### config.mk
export PLATFORM = sky130hd
export DESIGN_NAME = alu_pipe
export DESIGN_NICKNAME = d
export VERILOG_FILES = /design/src/rtl/alu_pipe.sv
export SDC_FILE = /design/constraint.sdc
export NUM_CORES = 1
export LEC_CHECK = 0
export CAP_MARGIN = 20
export CORE_MARGIN = 5
export CORE_UTILIZATION = 60
export DETAILED_ROUTE_END_ITERATION = 16
export DONT_BUFFER_PORTS = 1
export GPL_TIMING_DRIVEN = 0
export PLACE_DENSITY_LB_ADDON = 0.3
export SLEW_MARGIN = 5
export SYNTH_ARGS = -nofsm -noshare
export SYNTH_HDL_FRONTEND = slang
export SYNTH_SLANG_ARGS = --single-unit
### constraint.sdc
create_clock -name clk -period 3.4 [get_ports clk]
set_clock_uncertainty 0.15 [all_clocks]
set_input_delay 0 -clock clk [delete_from_list [all_inputs] [get_ports clk]]
set_output_delay 0 -clock clk [all_outputs]
set_load 0.02 [all_outputs]
### src/rtl/alu_pipe.sv
// Pipelined ALU with a registered result, valid/ready handshakes on both sides,
// and an iterative shift-add multiplier that takes WIDTH cycles per MUL.
module alu_pipe #(
    parameter int WIDTH  = 8,
    parameter bit MUL_EN = 1'b1
) (
    input  logic             clk,
    input  logic             rst_n,
    input  logic             in_valid,
    output logic             in_ready,
    input  logic [2:0]       opcode,
    input  logic [WIDTH-1:0] rs1,
    input  logic [WIDTH-1:0] rs2,
    output logic             out_valid,
    input  logic             out_ready,
    output logic [WIDTH-1:0] rd,
    output logic             is_zero,
    output logic             carry,
    output logic             busy
);

    localparam int SHW = $clog2(WIDTH);
    localparam int CW  = $clog2(WIDTH);
    localparam logic [CW-1:0] LAST = CW'(WIDTH - 1);

    localparam logic [2:0] OP_PASS = 3'b000;
    localparam logic [2:0] OP_SUB  = 3'b001;
    localparam logic [2:0] OP_ADD  = 3'b010;
    localparam logic [2:0] OP_AND  = 3'b011;
    localparam logic [2:0] OP_XOR  = 3'b100;
    localparam logic [2:0] OP_OR   = 3'b101;
    localparam logic [2:0] OP_SHL  = 3'b110;
    localparam logic [2:0] OP_MUL  = 3'b111;

    typedef enum logic {
        S_IDLE = 1'b0,
        S_MUL  = 1'b1
    } state_t;

    state_t state_q;
    state_t state_d;

    logic                 accept;
    logic                 is_mul;
    logic                 mul_last;
    logic [WIDTH-1:0]     alu_rd;
    logic                 alu_c;
    logic [2*WIDTH-1:0]   acc;
    logic [2*WIDTH-1:0]   acc_next;
    logic [2*WIDTH-1:0]   mcand;
    logic [WIDTH-1:0]     mplier;
    logic [CW-1:0]        count;
    logic                 mul_zero;

    // Valid/ready contract: a transfer happens on a rising edge where valid and
    // ready are both 1. The producer holds opcode/rs1/rs2 stable while in_valid=1
    // and in_ready=0; this block holds rd/is_zero/carry while out_valid=1 and
    // out_ready=0. in_ready looks at out_ready so a full output register can be
    // drained and refilled on the same edge.
    assign in_ready = (state_q == S_IDLE) && (!out_valid || out_ready);
    assign accept   = in_valid && in_ready;
    assign is_mul   = MUL_EN && (opcode == OP_MUL);
    assign mul_last = (state_q == S_MUL) && (count == LAST);
    assign busy     = (state_q == S_MUL);

    always_comb begin
        alu_rd = '0;
        alu_c  = 1'b0;
        case (opcode)
            OP_PASS: alu_rd = rs1;
            OP_SUB:  {alu_c, alu_rd} = {1'b0, rs1} - {1'b0, rs2};
            OP_ADD:  {alu_c, alu_rd} = {1'b0, rs1} + {1'b0, rs2};
            OP_AND:  alu_rd = rs1 & rs2;
            OP_XOR:  alu_rd = rs1 ^ rs2;
            OP_OR:   alu_rd = rs1 | rs2;
            OP_SHL:  alu_rd = rs1 << rs2[SHW-1:0];
            // MUL goes through the FSM; with MUL_EN=0 this opcode yields zero.
            default: alu_rd = '0;
        endcase
    end

    always_ff @(posedge clk) begin
        if (!rst_n) begin
            state_q <= S_IDLE;
        end else begin
            state_q <= state_d;
        end
    end

    always_comb begin
        state_d = state_q;
        case (state_q)
            S_IDLE: if (accept && is_mul) state_d = S_MUL;
            S_MUL:  if (count == LAST) state_d = S_IDLE;
            default: state_d = S_IDLE;
        endcase
    end

    assign acc_next = mplier[0] ? (acc + mcand) : acc;

    // One multiplier bit per cycle, LSB first; the multiplicand is pre-widened so
    // the full 2*WIDTH product is available for the overflow flag.
    always_ff @(posedge clk) begin
        if (!rst_n) begin
            acc      <= '0;
            mcand    <= '0;
            mplier   <= '0;
            count    <= '0;
            mul_zero <= 1'b0;
        end else if (state_q == S_IDLE) begin
            if (accept && is_mul) begin
                acc      <= '0;
                mcand    <= {{WIDTH{1'b0}}, rs1};
                mplier   <= rs2;
                count    <= '0;
                mul_zero <= (rs1 == '0);
            end
        end else begin
            acc    <= acc_next;
            mcand  <= mcand << 1;
            mplier <= mplier >> 1;
            count  <= (count == LAST) ? '0 : count + CW'(1);
        end
    end

    always_ff @(posedge clk) begin
        if (!rst_n) begin
            out_valid <= 1'b0;
            rd        <= '0;
            is_zero   <= 1'b0;
            carry     <= 1'b0;
        end else if (mul_last) begin
            out_valid <= 1'b1;
            rd        <= acc_next[WIDTH-1:0];
            carry     <= |acc_next[2*WIDTH-1:WIDTH];
            is_zero   <= mul_zero;
        end else if (accept && !is_mul) begin
            out_valid <= 1'b1;
            rd        <= alu_rd;
            carry     <= alu_c;
            is_zero   <= (rs1 == '0);
        end else if (out_valid && out_ready) begin
            out_valid <= 1'b0;
        end
    end

endmodule

==> metrics.txt <==
peak supply drop roughly 0.25 mV; routed wire length on met3 1120 microns; cell count after synthesis approximately 620; H-tree Lvls 2; final net count 718; highest layer used for signal routing met4; type of the tightest min-delay check in2reg; vias per cell 6.70; largest incremental delay on the critical path a little under 0.6 ns; Post-Synthesis Mean Instance Area 7.48 sq um; count of distinct cell types in the synthesized netlist slightly below 70; Max clock buf depth 2; leakage power 2.04 nW; core area 0.00765 sq mm; fraction of layout instances using a drive strength above 1 0.0476; peak fanout along the critical path 10; type of element capturing the critical path register; Setup WS post-layout ~0.17 ns; Internal Pwr Total 1.01 mW; Relative slew margins 0.476; maximum number of pins on one net before global-route repair 17; drc violations 0; final HPWL from detailed placement ~11,000 microns; number of antenna repair diodes 0; switching share of total power 0.303; # IOs 36; cells along the critical path buf_2 -> nor2_1 -> nand2_1 -> nor2_2 -> nor2_1 -> or2_1 -> a22oi_1 -> nor2_1; vertical die dimension 98.0 microns; GRT overflow 0; Setup violations, final 0; worst r2r src busy$_SDFF_PN0_; crit path launch type register; Ys Warns 0; length of routed wiring on met1 around 5600 microns; pre-CTS worst setup slack approximately 0.057 ns; max capacitance violation total 0; final WL 14,700 microns; launching element of the worst setup path busy$_SDFF_PN0_; post-CTS clock slew at the launch and capture registers of the worst setup and hold paths approximately 0.1 ns; number of nets with antenna violations after detailed routing 0; Crit path top cell by count sky130_fd_sc_hd__nor2_1; predominant post-synthesis flop cell sky130_fd_sc_hd__dfxtp_1; final critical-path required period 3.23 ns; kind of critical path reg2reg; initial antenna violation count 0; total power density per cell area about 280 mW/mm^2; fraction of registers with async set or reset after synthesis 0; net switching power of the design 0.439 mW; area enclosed by the die boundary 0.00960 sq mm; Detailed Routing Iterations Pass 1 6; starting utilization of the core area 0.607; number of clock sinks 56; synthesized flop and latch total between 50 and 60; worst-margin pin slew about 0.78 ns; Die X between 90 and 100 microns; WL met2 7280 microns; top cell type by total area after synthesis sky130_fd_sc_hd__dfxtp_1; Synth top cells by count sky130_fd_sc_hd__nand2_1 (72), sky130_fd_sc_hd__nor2_1 (66), sky130_fd_sc_hd__dfxtp_1 (56), sky130_fd_sc_hd__a21oi_1 (45), sky130_fd_sc_hd__ha_1 (42); Synth Cell Area ~0.0046 sq mm; Clk pwr share 0.299; highest attainable clock frequency slightly above 0.3 GHz; run status finished, final reports clean; ranking of synthesized cells by area sky130_fd_sc_hd__dfxtp_1 (24%), sky130_fd_sc_hd__ha_1 (11%), sky130_fd_sc_hd__nand2_1 (5.8%); library cell contributing the largest single delay on the critical path sky130_fd_sc_hd__nor2_1; Setup crit end acc[13]$_SDFFE_PN0P_; Avg WL per Cell 19.5 microns; later-pin clock latency in the skew report 0.31 ns; multi-input combinational cell area approximately 0.0033 sq mm; Critical Path RT 3.44 ns; Fill cells 647; clock root buffer master sky130_fd_sc_hd__clkbuf_8; Core Rows 32; Mapped Nets 689; gr usage total 0.300; data arrival time of the critical path 3.27 ns; relative area change from synthesis to final layout 9.81%; fraction of the cycle the final worst path needs 0.950; sequential cell area fraction in the yosys report 0.241; CTS tree built; global-route wire length before repair between 20,000 and 25,000 microns; Post-synth EDFFs 0; number of global-route vias before repair around 4,800; area used by sequential logic in the layout approximately 0.0011 sq mm; r2r setup slk between 0.15 and 0.2 ns; count of port buffers added during placement 0; setup repair after global routing missed its margin false; number of buffers inserted during clock tree synthesis 5; dominant cell by count in the synthesized netlist sky130_fd_sc_hd__nand2_1; worst r2r path cells 8; total count of hold-check failures in the final report 0; number of DRC markers after the initial detailed-route iteration 483; critical register-to-register path endpoint acc[13]$_SDFFE_PN0P_; summed negative setup slack over all endpoints 0 ns; share of total power in sequential cells 0.486; number of slew-limit violations in the final report 0; portion of total power attributed to combinational logic 0.215; portion of synthesized cell area occupied by the leading cell type 0.241; GPL Wtd Cong 0.974; overall via count from detail_route 5,047
==> cells in the final DEF (no fill, tap or decap), types with 17 or more instances in the layout <==
| master | n |
|---|---|
| sky130_fd_sc_hd__a21oi_1 | 45 |
| sky130_fd_sc_hd__clkbuf_1 | 29 |
| sky130_fd_sc_hd__dfxtp_1 | 56 |
| sky130_fd_sc_hd__dlygate4sd3_1 | 22 |
| sky130_fd_sc_hd__ha_1 | 42 |
| sky130_fd_sc_hd__inv_1 | 28 |
| sky130_fd_sc_hd__nand2_1 | 72 |
| sky130_fd_sc_hd__nand3_1 | 19 |
| sky130_fd_sc_hd__nor2_1 | 66 |
| sky130_fd_sc_hd__nor3_1 | 17 |
| sky130_fd_sc_hd__o21ai_0 | 36 |
==> logic make-up after synthesis <==
family,after synthesis,synth area share
XOR/XNOR,10,0.0189
multiplexers,14,0.0318
buffers and inverters,67,0.0555
adder cells (fa/ha/maj),45,0.126
flip-flops,56,0.241
AO/OA/AOI/OAI,202,0.299
AND/OR/NAND/NOR,227,0.228
==> power by group through the flow <==
stage,registers [mW],logic [mW],clock network [mW]
global route,0.707,0.341,0.465
floorplan,0.714,0.212,0
global placement,0.719,0.273,0
detailed placement,0.720,0.279,0
finish,0.706,0.312,0.434
CTS,0.705,0.303,0.431
==> sequential cells by signal (all words and copies together) (netlist names) <==
signal,count
count,3
mplier,8
is_zero,1
carry,1
out_valid,1
rd,8
acc,16
busy,1
mul_zero,1
mcand,16
==> per-layer routing <==
layer	track usage	up-vias
li1	-	2343
met1	0.347	2330
met2	0.527	312
met3	0.0471	62
met4	0.162	0
met5	0	-
==> worst min-delay path by stage <==
stage | slack (ns) | endpoint | from | depth (start not counted)
after global placement | -0.03 | acc[4]$_SDFFE_PN0P_ | rst_n | 1
final | 0.05 | rd[4]$_SDFFE_PN0P_ | rs2[2] | 4
after floorplan | -0.03 | acc[4]$_SDFFE_PN0P_ | rst_n | 1
after CTS | 0.05 | mcand[5]$_SDFFE_PN0P_ | in_valid | 4
after detailed placement | -0.02 | acc[4]$_SDFFE_PN0P_ | rst_n | 1
after global routing | 0.08 | mcand[2]$_SDFFE_PN0P_ | in_valid | 4
==> critical path: cells and delay by family (launching register included) <==
kind / cells / cell delay, ns
buf+inv: 1 / 0.20
compound gates: 1 / 0.26
flops: 1 / 0.39
simple gates: 6 / 2.12
==> final cells by class <==
type                    instances  area share
flip-flops and latches         56       0.220
inverters                      30      0.0221
clock buffers                   6      0.0142
multi-input cells             498       0.640
clock inverters                 2     0.00687
plain buffers                  37      0.0285
repair buffers                 22      0.0432
well taps                     102      0.0250
==> through the flow <==
stage	instance area (sq um)	hold WS, ns	cells	util	power [mW]
finish	5100	0.0526	753	0.667	1.45
global route	5100	0.0790	753	0.667	1.51
CTS	5100	0.0484	753	0.667	1.44
detailed placement	4770	-0.0224	723	0.624	0.999
global placement	4770	-0.0297	723	0.624	0.992
floorplan	4640	-0.0325	621	-	0.925
==> what timing repair did <==
action | in CTS | in global routing
gates resized for setup | 0 | 0
hold buffers | 22 | 0
hold endpoints to repair | 24 | 0
buffers inserted | 0 | 0
Note: power is estimated with default switching activity, not from simulation.
